===== config.mk =====
export PLATFORM = sky130hd
export DESIGN_NAME = cacheline_bmem_adapter
export DESIGN_NICKNAME = d
export VERILOG_FILES = /design/src/rtl/cacheline_bmem_adapter.sv
export SDC_FILE = /design/constraint.sdc
export NUM_CORES = 1
export LEC_CHECK = 0
export BUFFER_PORTS_ARGS = -buffer_cell sky130_fd_sc_hd__buf_2
export CORE_AREA = 2 2 289 291
export CTS_CLUSTER_DIAMETER = 50
export DETAILED_ROUTE_END_ITERATION = 8
export DIE_AREA = 0 0 291 293
export PLACE_DENSITY = 0.53
export SYNTH_ARGS = -nofsm -noshare
export SYNTH_HDL_FRONTEND = slang
export SYNTH_SLANG_ARGS = --single-unit

===== constraint.sdc =====
create_clock -name clk -period 2.8 [get_ports clk]
set_clock_uncertainty 0.05 [all_clocks]
set_input_delay 0.14 -clock clk [delete_from_list [all_inputs] [get_ports clk]]
set_output_delay 0.14 -clock clk [all_outputs]
set_load 0.01 [all_outputs]

===== src/rtl/cacheline_bmem_adapter.sv =====
// cacheline_bmem_adapter: splits 256-bit cache line reads/writebacks into 4-beat 64-bit bmem bursts
module cacheline_bmem_adapter #(
  parameter int ADDR_W = 32,
  parameter int BEAT_W = 64,
  parameter int BEATS = 4,
  localparam int LINE_W = BEAT_W * BEATS,
  localparam int CNT_W = $clog2(BEATS)
) (
  input  logic              clk,
  input  logic              rst_n,
  input  logic [ADDR_W-1:0] dfp_addr,
  input  logic              dfp_read,
  input  logic              dfp_write,
  input  logic [LINE_W-1:0] dfp_wdata,
  output logic [LINE_W-1:0] dfp_rdata,
  output logic              dfp_resp,
  output logic [ADDR_W-1:0] bmem_addr,
  output logic              bmem_read,
  output logic              bmem_write,
  output logic [BEAT_W-1:0] bmem_wdata,
  input  logic              bmem_ready,
  input  logic [ADDR_W-1:0] bmem_raddr,
  input  logic [BEAT_W-1:0] bmem_rdata,
  input  logic              bmem_rvalid
);
  localparam logic [ADDR_W-1:0] LINE_MASK = ~ADDR_W'(LINE_W / 8 - 1);
  typedef enum logic [2:0] {IDLE, RD_REQ, RD_WAIT, WR_BURST, RESP} state_t;
  state_t state;
  logic [CNT_W-1:0] beat_cnt;
  logic [CNT_W-1:0] cnt_nx;
  logic last;
  assign cnt_nx = beat_cnt + CNT_W'(1);
  assign last = beat_cnt == CNT_W'(BEATS - 1);
  // bmem_addr doubles as the latched line address used to tag-match read beats
  always_ff @(posedge clk or negedge rst_n) begin
    if (!rst_n) begin
      state <= IDLE;
      beat_cnt <= '0;
      dfp_rdata <= '0;
      dfp_resp <= 1'b0;
      bmem_addr <= '0;
      bmem_read <= 1'b0;
      bmem_write <= 1'b0;
      bmem_wdata <= '0;
    end else begin
      case (state)
        IDLE: begin
          beat_cnt <= '0;
          if (dfp_write) begin
            state <= WR_BURST;
            bmem_write <= 1'b1;
            bmem_wdata <= dfp_wdata[BEAT_W-1:0];
            bmem_addr <= dfp_addr & LINE_MASK;
          end else if (dfp_read) begin
            state <= RD_REQ;
            bmem_read <= 1'b1;
            bmem_addr <= dfp_addr & LINE_MASK;
          end
        end
        RD_REQ: if (bmem_ready) begin
          state <= RD_WAIT;
          bmem_read <= 1'b0;
          beat_cnt <= '0;
        end
        RD_WAIT: if (bmem_rvalid && bmem_raddr == bmem_addr) begin
          dfp_rdata[BEAT_W*beat_cnt +: BEAT_W] <= bmem_rdata;
          beat_cnt <= cnt_nx;
          if (last) begin
            state <= RESP;
            dfp_resp <= 1'b1;
            bmem_addr <= '0;
          end
        end
        WR_BURST: if (bmem_ready) begin
          beat_cnt <= cnt_nx;
          bmem_wdata <= dfp_wdata[BEAT_W*cnt_nx +: BEAT_W];
          if (last) begin
            state <= RESP;
            dfp_resp <= 1'b1;
            bmem_write <= 1'b0;
            bmem_wdata <= '0;
            bmem_addr <= '0;
          end
        end
        RESP: begin
          state <= IDLE;
          dfp_resp <= 1'b0;
        end
        default: state <= IDLE;
      endcase
    end
  end
  a_no_dual_req: assert property (@(posedge clk) disable iff (!rst_n)
    !(state == IDLE && dfp_read && dfp_write));
endmodule


Word-level counts from Yosys, hierarchy flattened
Cells that the tools add are included.
{"block": "classes", "mux": 34, "n_eq_ne": 14, "n_shift": 3, "reduce_logical": 15, "n_addsub": 2}
{"operator": "$bwmux W256", "count": 1}
{"operator": "$shift A64 B34 Y256 const A", "count": 1}
{"operator": "$shiftx A256 B9 Y64", "count": 1}
{"operator": "$shiftx A64 B34 Y256", "count": 1}
{"operator": "$mux W64", "count": 3}
{"operator": "$mux W32", "count": 5}
{"operator": "$pmux W64 S2", "count": 1}
{"operator": "$pmux W32 S3", "count": 1}
{"operator": "$neg A8 Y34", "count": 1}
{"operator": "$eq A32 B32 Y1", "count": 1}
{"operator": "$reduce_and A4 Y1", "count": 5}
{"operator": "$mux W3", "count": 6}
{"operator": "$ne A2 B2 Y1 const B", "count": 7}
{"operator": "$pmux W3 S4", "count": 1}
{"operator": "$mux W1", "count": 9}
{"operator": "$pmux W2 S4", "count": 1}
{"operator": "$eq A3 B2 Y1 const B", "count": 2}
{"operator": "$mux W2", "count": 3}
{"operator": "$reduce_and A3 Y1", "count": 2}
{"operator": "$reduce_bool A3 Y1", "count": 2}
{"operator": "$pmux W1 S2", "count": 2}
{"operator": "$reduce_bool A2 Y1", "count": 2}
{"operator": "$reduce_bool A4 Y1", "count": 1}
{"operator": "$eq A3 B1 Y1 const B", "count": 1}
{"operator": "8 further kinds", "count": 8}
{"block": "totals", "input_bits": 390, "wordCells": 76, "out_inout_bits": 355, "register_bits": 360}

Longest topological paths before layout
Gate-level depths: netlist of the first run.
{"block": "depth", "ltp_word": 5, "ltp_mapped": 10, "depth_no_buf": 7}

Worst setup path before layout of the first run
No wires, ideal clock.
{"block": "synth_path", "kind": "register to register", "from": "reg beat_cnt[0]", "to": "reg bmem_wdata[53]", "path_slack_ns": -0.081, "n_path_buf": 5, "period_less_slack_ns": 2.881, "t_required_ns": 2.613, "stages_incl_launch_ff": 11, "setup_time_ns": 0.137, "arrival_ns": 2.694, "path_cell_list": "dfrtp_1 buf_2 buf_2 inv_1 ha_1 clkbuf_1 clkbuf_1 buf_1 mux4_2 a22oi_1 a21oi_1"}
{"block": "synth_between", "elab_chain_cells": 5, "elab_cells_between_ends": 6, "cone_classes": "add/sub: 1; eq/ne: 1; shift: 1; mux: 3"}
{"item": "start, declared", "line": "29", "source": "logic [CNT_W-1:0] beat_cnt;"}
{"item": "start signal, assigned", "line": "67", "source": "beat_cnt <= cnt_nx;"}
{"item": "start signal, assigned", "line": "75", "source": "beat_cnt <= cnt_nx;"}
{"item": "$add A2 B1 Y2", "line": "32", "source": "assign cnt_nx = beat_cnt + CNT_W'(1);"}
{"item": "$shiftx A256 B9 Y64", "line": "76", "source": "bmem_wdata <= dfp_wdata[BEAT_W*cnt_nx +: BEAT_W];"}
{"item": "$mux W64 (*)", "line": "77", "source": "if (last) begin"}
{"item": "$mux W64 (*)", "line": "74", "source": "WR_BURST: if (bmem_ready) begin"}
{"item": "$pmux W64 S2 (*)", "line": "46", "source": "case (state)"}
{"item": "end signal, assigned", "line": "52", "source": "bmem_wdata <= dfp_wdata[BEAT_W-1:0];"}
{"item": "end signal, assigned", "line": "76"}
{"item": "end, declared", "line": "20", "source": "output logic [BEAT_W-1:0] bmem_wdata,"}
Every way passes the cells marked *; elsewhere a longest branch is shown, timed or not. The select of a mux whose other input is x is not followed.
A chain may end at the register's enable or synchronous reset.

Worst setup path after layout of the first run
{"block": "layout_path", "from": "reg beat_cnt[0]", "to": "reg bmem_wdata[21]"}
Same word-level chain as after synthesis.

==> summary.md, run 1 <==
| Metric | Value |
|---|---|
| Share of cells above drive strength 1 | 0.367 |
| Final max-slew violation count | 0 |
| CP max FO | 71 |
| Area growth, synth to finish | 51.6% |
| Max_slew headroom | 0.541 |
| Die area | approximately 0.085 mm² |
| Worst slew pin tran | just under 0.7 ns |
| Vias in the first global route | between 15,000 and 20,000 |
| H-tree depth | 2 |
| Status | complete, no violations |
| Core area | about 0.082 mm² |
| Adder-cell area share of the yosys netlist | 0.00425 |
| Initial Util | 0.216 |
| GP Congestion | approximately 0.9 |
| Crit path time final | 2.61 ns |
| Die span in x | roughly 290 µm |
| Worst Path Arrival | 3.01 ns |
| Max Freq | 0.383 GHz |
| CTS Sinks | between 300 and 400 |
| Die Height | between 200 and 300 µm |
| Number of synthesized register bits | approximately 360 |
| Clk_lat worst skew | roughly 0.6 ns |
| Hold Crit Class | in -> reg |
| Drt via density | ~4.3 |
| Number of max-cap violations | 0 |
| CTS tree | built |
| Port Buf Inserts | between 700 and 800 |
| CTS Buffer Depth | 3 |
| Hold path cells | 4 |
| GRT overflow | 0 |
| Fraction of registers with async set/reset | 1.00 |
| Sequential cell area | slightly below 0.009 mm² |
| Setup crit end kind | flip-flop |
| Rows | ~110 |
| Antenna Nets Post-Route | 0 |
| Compound-Gate Fraction of Synth Area | 0.0666 |
| EDFF count, synth | 0 |
| Multiplexer area fraction after synthesis | 0.228 |
| Post-synthesis xor/xnor area fraction | 0.0124 |
| Initial DRC Count | between 800 and 900 |
| Clock Pin Slew Worst Setup and Hold Paths | around 0.060 ns |
| Simple-gate area share of the yosys netlist | 0.0860 |
| DRC | 0 |
| # nets final | approximately 3,000 |
| GR Util All Layers | 0.175 |
| WL final | around 77,000 µm |
| Setup CP Type | reg -> reg |
| Final Hold Fails | 0 |
| Placed insts | around 3,400 |
| Total Neg Setup Slack | 0 ns |
| CP required | roughly 3.2 ns |
| Vias | 15,810 |
| Peak supply drop | approximately 0.00061 V |
| Sequential area share after synthesis | 0.502 |
| Routed WL per cell | 20.8 µm |
| Area occupied by multi-input gates | between 0.007 and 0.008 mm² |
| Library cells used by synthesis | between 40 and 50 |
| Mean Syn Cell Area | roughly 11 µm² |
| Tcrit/Tclk final | 0.932 |
| First-pass iteration count of the detailed router | 5 |
| Top_reg_cell synth | dfrtp_1 |
| Root buffer cell | clkbuf_16 |
| Synthesis warning total | 0 |
| Power Density | 819 mW/mm² |
| First-pass GRT wire length | between 100,000 and 150,000 µm |
| Largest net degree at the start of global routing | approximately 130 |
| Synthesized cell area | roughly 0.018 mm² |
| Final setup vio count | 0 |
| Final core area utilization | 0.328 |
| Leak Pwr | 14.6 nW |
| Fillers | around 8,500 |
| Combinational family with the most area after synthesis | multiplexers |
| RSZ-0062 raised after global routing | no |
| Startpoint types | flip-flop |
| Worst reg2reg path depth | 5 |
| Top Ports | between 700 and 800 |
| HPWL Detailed | approximately 57,000 µm |
| Cts bufs inserted | between 50 and 60 |
| Synth Instances | around 1,600 |
| Initial antenna violation count | 33 |
| Fin cells | ~3,700 |
## power by group
group	total [mW]	switching [mW]	internal [mW]
registers	6.30	0.502	5.80
logic	8.83	4.91	3.93
clock network	6.83	2.67	4.15
total	22.0	8.08	13.9
## state kept, by name (all words and copies together), names as in the netlist
name,flops
dfp_rdata,256
bmem_wdata,64
bmem_addr,27
state,3
beat_cnt,2
bmem_read,1
bmem_write,1
dfp_resp,1
## synthesized netlist by cell type (3+ instances only)
cell type      count  share of area
mux4_2            64          0.082
nand3_1            6         0.0017
xnor2_1            3         0.0015
xor2_1            22          0.011
nand2b_1           7         0.0025
nor4_1             5         0.0018
mux2i_1          256           0.14
ha_1               6         0.0042
dfrtp_1          355           0.50
a22oi_1           64          0.027
a31oi_1            3         0.0011
a22o_1            26          0.013
dlygate4sd1_1     12         0.0059
clkbuf_1          53          0.011
buf_2              4         0.0011
inv_1            261          0.055
buf_8             24          0.020
o21ai_0            6         0.0017
nand2_1          264          0.056
buf_1              8         0.0017
buf_6              4         0.0025
buf_4              5         0.0021
a21oi_1           70          0.020
nor2_1            74          0.016
## final cells by class
| type | instances | area share |
|---|---|---|
| sequential | 355 | 0.331 |
| clock buffer | 69 | 0.0555 |
| timing repair buffer | 1008 | 0.245 |
| multi-input combinational | 906 | 0.267 |
| tap | 1070 | 0.0499 |
| clock inverter | 30 | 0.0127 |
| antenna | 18 | 0.00168 |
| inverter | 261 | 0.0365 |
## cells by family after synthesis
kind of cell | Yosys count
other | 1
AOI/OAI and AO/OA | 177
buffers and inverters | 371
xor gates and xnor gates | 25
muxes | 322
DFF | 355
and+or+nand+nor | 371
adders and majority gates | 6
## through the flow
stage,hold slack [ns],power [mW],setup slack [ns],area [µm²]
2_1_floorplan,-0.206,11.1,0.0512,17700
3_3_place_gp,0.108,14.3,0.250,22700
3_5_place_dp,0.113,14.4,0.311,22700
4_1_cts,0.0000941,22.0,0.0367,26700
5_1_grt,0.0335,23.2,0.0563,26800
6_report,0.0385,22.0,0.189,26800
## final timing paths
path	start	endpoint	slack [ns]
min reg2reg	dfp_rdata[222]	dfp_rdata[222]	0.46
min	dfp_wdata[230]	bmem_wdata[38]	0.04
min in group asynchronous	rst_n	dfp_rdata[173]	0.07
max reg2reg	beat_cnt[0]	bmem_wdata[21]	0.19
max in group asynchronous	rst_n	dfp_rdata[128]	1.86
max	beat_cnt[0]	bmem_wdata[21]	0.19
## cells in the final DEF, fill, tap and decap left out, drive strengths merged, types with 5 or more instances in the layout
cell type	Yosys	layout
buf	45	785
dfrtp	355	355
nand2	264	264
inv	261	264
mux2i	256	256
dlygate4sd3	0	223
nor2	74	74
a21oi	70	70
clkbuf	53	69
mux4	64	64
a22oi	64	64
a22o	27	27
xor2	22	22
diode	0	18
clkinv	0	15
clkinvlp	0	8
nor4	8	8
nand2b	7	7
o21ai	7	7
ha	6	6
nand3	6	6
conb	1	5
## what timing repair did
action                     4_1_cts  5_1_grt
setup buffers                    0        5
hold endpoints to repair       681        0
hold buffers                   223        0
resized for setup                0        2
setup endpoints to repair        0       28
## worst max-delay path, stage by stage, from the launching register on
cell and delay [ns]:
dfrtp_4 0.43, buf_12 0.39, mux4_2 0.58, a22oi_1 0.19
dlygate4sd3_1 0.60, a21oi_1 0.07
## per-layer routing
layer | wire length (µm) | share of wire | GRT usage
met5 | 37 | 0.00048 | 0
met4 | 2860 | 0.037 | 0.0643
met3 | 6210 | 0.080 | 0.0567
met2 | 38200 | 0.49 | 0.307
met1 | 30100 | 0.39 | 0.199
(Power assumes the default switching activity.)
==> run 2, diff against run 1 <==
--- a/config.mk
+++ b/config.mk
@@ -10,7 +10,6 @@
 export CTS_CLUSTER_DIAMETER = 50
 export DETAILED_ROUTE_END_ITERATION = 8
 export DIE_AREA = 0 0 291 293
-export PLACE_DENSITY = 0.53
 export SYNTH_ARGS = -nofsm -noshare
 export SYNTH_HDL_FRONTEND = slang
 export SYNTH_SLANG_ARGS = --single-unit
==> run 2 against run 1 <==
Effect of this change: first-iteration DRC count rose by 12%; via count rose by 2.1%; utilization rose by 0.28 points; register-to-register slack got worse by 0.08 ns; clock power rose by 13%; largest cell class unchanged; critical path type unchanged; routed wire length rose by 0.82%; critical path depth rose by 2; total power rose by 4.4%.
==> summary.md, run 2 (synthesized netlist as in run 1, its figures left out) <==
| Metric | Value |
|---|---|
| Vias | about 16,000 |
| Area growth, synth to finish | 52.9% |
| Final setup vio count | 0 |
| Worst slew pin tran | roughly 0.65 ns |
| Status | complete, no violations |
| Final Hold Fails | 0 |
| Startpoint types | flip-flop |
| Vias in the first global route | 16,810 |
| RSZ-0062 raised after global routing | no |
| Share of cells above drive strength 1 | 0.370 |
| Total Neg Setup Slack | 0 ns |
| Hold Crit Class | in -> async |
| Peak supply drop | approximately 0.00053 V |
| H-tree depth | 2 |
| Clock Pin Slew Worst Setup and Hold Paths | around 0.06 ns |
| CP max FO | 64 |
| Root buffer cell | clkbuf_16 |
| DRC | 0 |
| Worst Path Arrival | between 3 and 4 ns |
| Port Buf Inserts | approximately 730 |
| Die span in x | roughly 290 µm |
| Die Height | a little under 300 µm |
| Most frequent cells in the layout | buf_2, dfrtp_1, nand2_1 |
| Max_slew headroom | 0.566 |
| Initial antenna violation count | 29 |
| Most flop-heavy register | dfp_rdata |
| Top Ports | about 750 |
| CTS tree | built |
| Clk_lat worst skew | ~0.6 ns |
| Core area | about 0.08 mm² |
| Antenna Nets Post-Route | 0 |
| GR Util All Layers | 0.177 |
| Leak Pwr | ~15 nW |
| GRT overflow | 0 |
| Most common cell after layout, fill and taps aside | buf_2 |
| Number of max-cap violations | 0 |
| First-pass GRT wire length | about 110,000 µm |
| Crit path time final | 2.69 ns |
| First-pass iteration count of the detailed router | 6 |
| Drt via density | between 4 and 5 |
| Final max-slew violation count | 0 |
| # nets final | 2,980 |
| CTS Sinks | 355 |
| WL final | roughly 78,000 µm |
| HPWL Detailed | slightly below 60,000 µm |
| CTS Buffer Depth | 3 |
| Setup crit end kind | flip-flop |
| Tcrit/Tclk final | 0.962 |
| GP Congestion | just over 0.9 |
| Initial DRC Count | between 900 and 1,000 |
| Overall power | around 23 mW |
| CP required | roughly 3.3 ns |
| Cts bufs inserted | 57 |
| Power Density | 848 mW/mm² |
| Max Freq | ~0.37 GHz |
| Largest registers | dfp_rdata (256), bmem_wdata (64), bmem_addr (27) |
| Largest net degree at the start of global routing | approximately 130 |
| Rows | 105 |
| Cts repair resizes | 0 |
| Initial Util | 0.216 |
| Max FFs per register | 256 |
| Routed WL per cell | roughly 21 µm |
| Setup CP Type | reg -> reg |
| Die area | 0.0853 mm² |
==> run 2: cell types whose count changed in the layout (fill, tap and decap cells not counted), moves of 3 or more <==
cell and change:
clkbuf_8 -4, clkbuf_16 +3, bufinv_16 +7, clkinv_4 -3, inv_6 +6, buf_12 +4
clkbuf_1 -4, inv_8 +4, dlygate4sd3_1 -7
==> run 2: power breakdown <==
| group | switching, mW | internal [mW] | leakage, nW |
|---|---|---|---|
| Sequential | 0.521 | 5.80 | 3.41 |
| Combinational | 4.94 | 3.94 | 10.3 |
| Clock | 2.83 | 4.91 | 1.00 |
==> run 2: final cells by class <==
type                    count  area [µm²]
flip-flops and latches    355        8890
diodes                     16        40.0
clock buffers              64        1490
multi-input cells         906        7150
repair buffers           1003        6570
fillers                  8343       54800
clock inverters            40         583
inverters                 261         980
well taps                1070        1340
==> run 2: metal layers <==
metal / share of wire / routed length [µm] / vias to the layer above / global-route usage
met5: 0.00073 / 57 / - / 0
met4: 0.050 / 3900 / 10 / 0.0885
met3: 0.082 / 6410 / 169 / 0.0536
met2: 0.49 / 38200 / 770 / 0.303
met1: 0.38 / 29500 / 7864 / 0.202
li1: - / - / 7325 / -
==> run 2: path summary, 6_finish.rpt <==
kind / start / to / slack [ns] / cells after the start
max: state[2] / bmem_wdata[21] / 0.11 / 7
min: rst_n / dfp_rdata[141] / 0.03 / 2
max reg2reg: state[2] / bmem_wdata[21] / 0.11 / 7
min reg2reg: dfp_rdata[222] / dfp_rdata[222] / 0.45 / 1
max in group asynchronous: rst_n / bmem_wdata[57] / 1.80 / 4
min in group clk: dfp_wdata[233] / bmem_wdata[41] / 0.05 / 4
==> run 2: repair_timing <==
action / CTS / global route
hold buffers: 216 / 0
setup buffers: 0 / 0
endpoints found under the hold margin: 641 / 0
==> run 2: worst max-delay path, stage by stage (launching register included) <==
cell and delay (ns):
dfrtp_1 0.50, nor2b_1 0.32, nand2_4 0.28, nor2_4 0.21, buf_12 0.28, a22oi_1 0.12, dlygate4sd3_1 0.59, a21oi_1 0.16
==> run 2: through the flow <==
| stage | instance area [µm²] | hold slack, ns | setup slack, ns | instances | utilization |
|---|---|---|---|---|---|
| final | 27000 | 0.0340 | 0.108 | 3715 | 0.330 |
| after global routing | 27000 | 0.0194 | 0.00540 | 3713 | 0.330 |
| after CTS | 27000 | 0.00271 | 0.136 | 3699 | 0.330 |
| after detailed placement | 22800 | 0.0943 | 0.250 | 3379 | 0.278 |
| after global placement | 22800 | 0.0958 | 0.292 | 3379 | 0.278 |
| after floorplan | 17700 | -0.206 | 0.0512 | 1632 | - |
==> run 3, diff against run 2 <==
--- a/config.mk
+++ b/config.mk
@@ -10,6 +10,7 @@
 export CTS_CLUSTER_DIAMETER = 50
 export DETAILED_ROUTE_END_ITERATION = 8
 export DIE_AREA = 0 0 291 293
+export HOLD_SLACK_MARGIN = 0.15
 export SYNTH_ARGS = -nofsm -noshare
 export SYNTH_HDL_FRONTEND = slang
 export SYNTH_SLANG_ARGS = --single-unit
==> run 3 against run 2 <==
Effect of this change: critical path depth did not move; via count up 2.1%; non-clock buffer count grew 61; die area did not move; cell area up 2.4%; largest cell class unchanged; largest power group unchanged.
==> summary.md, run 3 (synthesized netlist as in run 1, its figures left out) <==
| Metric | Value |
|---|---|
| Die Height | 293 µm |
| Leak Pwr | 14.9 nW |
| CP required | between 3 and 4 ns |
| Vias in the first global route | approximately 17,000 |
| Worst Path Arrival | about 3.2 ns |
| Port Buf Inserts | approximately 730 |
| Clk_lat worst skew | 0.60 ns |
| FF-to-FF End | bmem_wdata[26] |
| Logic pwr share | 0.394 |
| CTS Sinks | 355 |
| Sequential fraction of design power | 0.273 |
| Most frequent cells in the layout | buf_2, dfrtp_1, dlygate4sd3_1 |
| First-pass GRT wire length | roughly 120,000 µm |
| GRT overflow | 0 |
| Power Density | ~840 mW/mm² |
| GR Util All Layers | 0.180 |
| Share of cells above drive strength 1 | 0.363 |
| H-tree depth | 2 |
| Drt via density | roughly 4.4 |
| Setup crit end | bmem_wdata[26] |
| Vias | 16,478 |
| Root buffer cell | clkbuf_16 |
| Final Hold Fails | 0 |
| Initial antenna violation count | 29 |
| Most common cell after layout, fill and taps aside | buf_2 |
| Area growth, synth to finish | 56.5% |
| Final setup vio count | 0 |
| Sw frac | 0.362 |
| Max_slew headroom | 0.556 |
| Int Pwr | between 10 and 15 mW |
| Sequential cell area | just under 0.009 mm² |
| # nets final | 3,041 |
| Setup CP Type | reg -> reg |
| DRC | 0 |
| GP Congestion | about 0.9 |
| Peak supply drop | about 0.00054 V |
| FF-to-FF setup slack | ~0.1 ns |
| Rows | around 110 |
| Crit path time final | 2.70 ns |
| Clock share of power | 0.334 |
| Total Neg Setup Slack | 0 ns |
| Largest net degree at the start of global routing | 129 |
| CTS tree | built |
| Cts bufs inserted | 57 |
| Setup crit end kind | flip-flop |
| Critical Path Stages | 7 |
| Initial Util | 0.216 |
| WL final | 79,600 µm |
| Final core area utilization | 0.338 |
| Max FFs per register | roughly 260 |
| Most flop-heavy register | dfp_rdata |
| Cts repair resizes | 0 |
| Die area | approximately 0.085 mm² |
| CP max FO | 64 |
| Routed WL per cell | about 21 µm |
| Fin area | between 0.02 and 0.03 mm² |
| RSZ-0062 raised after global routing | no |
| Crit-path leading delay family | buffers and inverters |
| CP cell instances | nor2b_1 -> nand2_4 -> nor2_4 -> buf_12 -> a22oi_1 -> dlygate4sd3_1 -> a21oi_1 |
| HPWL Detailed | between 50,000 and 60,000 µm |
| Number of max-cap violations | 0 |
| Final max-slew violation count | 0 |
| Worst Path Buf+Inv | 2 |
| Max Freq | 0.370 GHz |
| Largest registers | dfp_rdata (256), bmem_wdata (64), bmem_addr (27) |
| Clock Pin Slew Worst Setup and Hold Paths | around 0.06 ns |
| Psw | roughly 8.4 mW |
| Area post-placement | roughly 0.023 mm² |
| R2R Path Start | state[2] |
| Top Ports | between 700 and 800 |
| Die span in x | around 290 µm |
| Core area | 0.0818 mm² |
| Fillers | about 8,300 |
| Hold Crit Class | in -> async |
| Antenna Nets Post-Route | 0 |
| CP max stage cell | dlygate4sd3_1 |
| CTS Buffer Depth | 3 |
| CP peak stage delay | between 0.5 and 0.6 ns |
| First-pass iteration count of the detailed router | 5 |
| Worst reg2reg path depth | 7 |
| Status | complete, no violations |
| Worst slew pin tran | between 0.6 and 0.7 ns |
| Area occupied by multi-input gates | 0.00715 mm² |
| Tcrit/Tclk final | 0.964 |
| Initial DRC Count | around 980 |
| Startpoint types | flip-flop |
| CP startpoint | state[2] |
run 3: changes by cell type in the layout (fill, tap and decap cells not counted), sizes merged:
cell	change
diode	+5
buf	+2
dlygate4sd3	+59
run 3: worst register-to-register path, cell delays in order, from the launching register on:
cell           delay [ns]
dfrtp_1              0.50
nor2b_1              0.32
nand2_4              0.29
nor2_4               0.21
buf_12               0.29
a22oi_1              0.22
dlygate4sd3_1        0.59
a21oi_1              0.15
run 3: through the flow:
step           worst slack, ns  hold WS [ns]  power, mW  cells
6_report                 0.101         0.191       23.2   3781
5_1_grt                0.00497         0.179       24.4   3773
4_1_cts                 0.0907         0.161       23.3   3759
3_5_place_dp             0.250        0.0943       14.6   3379
3_3_place_gp             0.292        0.0958       14.5   3379
2_1_floorplan           0.0512        -0.206       11.1   1632
run 3: worst min path at each step:
stage,depth (start not counted),startpoint,end
after floorplan,0,rst_n,beat_cnt[0]
after global placement,1,rst_n,dfp_rdata[141]
after detailed placement,1,rst_n,dfp_rdata[141]
after CTS,3,rst_n,dfp_rdata[18]
after global routing,3,rst_n,dfp_rdata[18]
final,3,rst_n,dfp_rdata[18]
run 3: layout make-up:
cell class	count	area share
Clock buffer	64	0.0539
Clock inverter	40	0.0211
Antenna cell	21	0.00190
Multi-Input combinational cell	906	0.258
Timing Repair Buffer	1064	0.260
Sequential cell	355	0.321
Tap cell	1070	0.0484
Inverter	261	0.0354
run 3: power groups by stage:
| stage | clock network, mW | logic [mW] | registers [mW] |
|---|---|---|---|
| after floorplan | 0 | 4.59 | 6.54 |
| after global placement | 0 | 8.16 | 6.37 |
| after detailed placement | 0 | 8.23 | 6.36 |
| after CTS | 7.92 | 9.10 | 6.31 |
| after global routing | 8.16 | 9.80 | 6.39 |
| final | 7.73 | 9.12 | 6.33 |
run 3: per-layer routing:
metal	GRT usage	wire length (µm)	up-vias	share of wire
met5	0	15	-	0.00019
met4	0.0938	4510	4	0.057
met3	0.0556	6670	197	0.084
met2	0.307	38600	824	0.48
met1	0.203	29800	7996	0.37
li1	-	-	7457	-
run 3: timing repair:
item / in CTS / in global routing
setup buffers: 0 / 1
hold buffers: 276 / 0
endpoints found under the hold margin: 710 / 0
endpoints found under the setup margin: 0 / 1
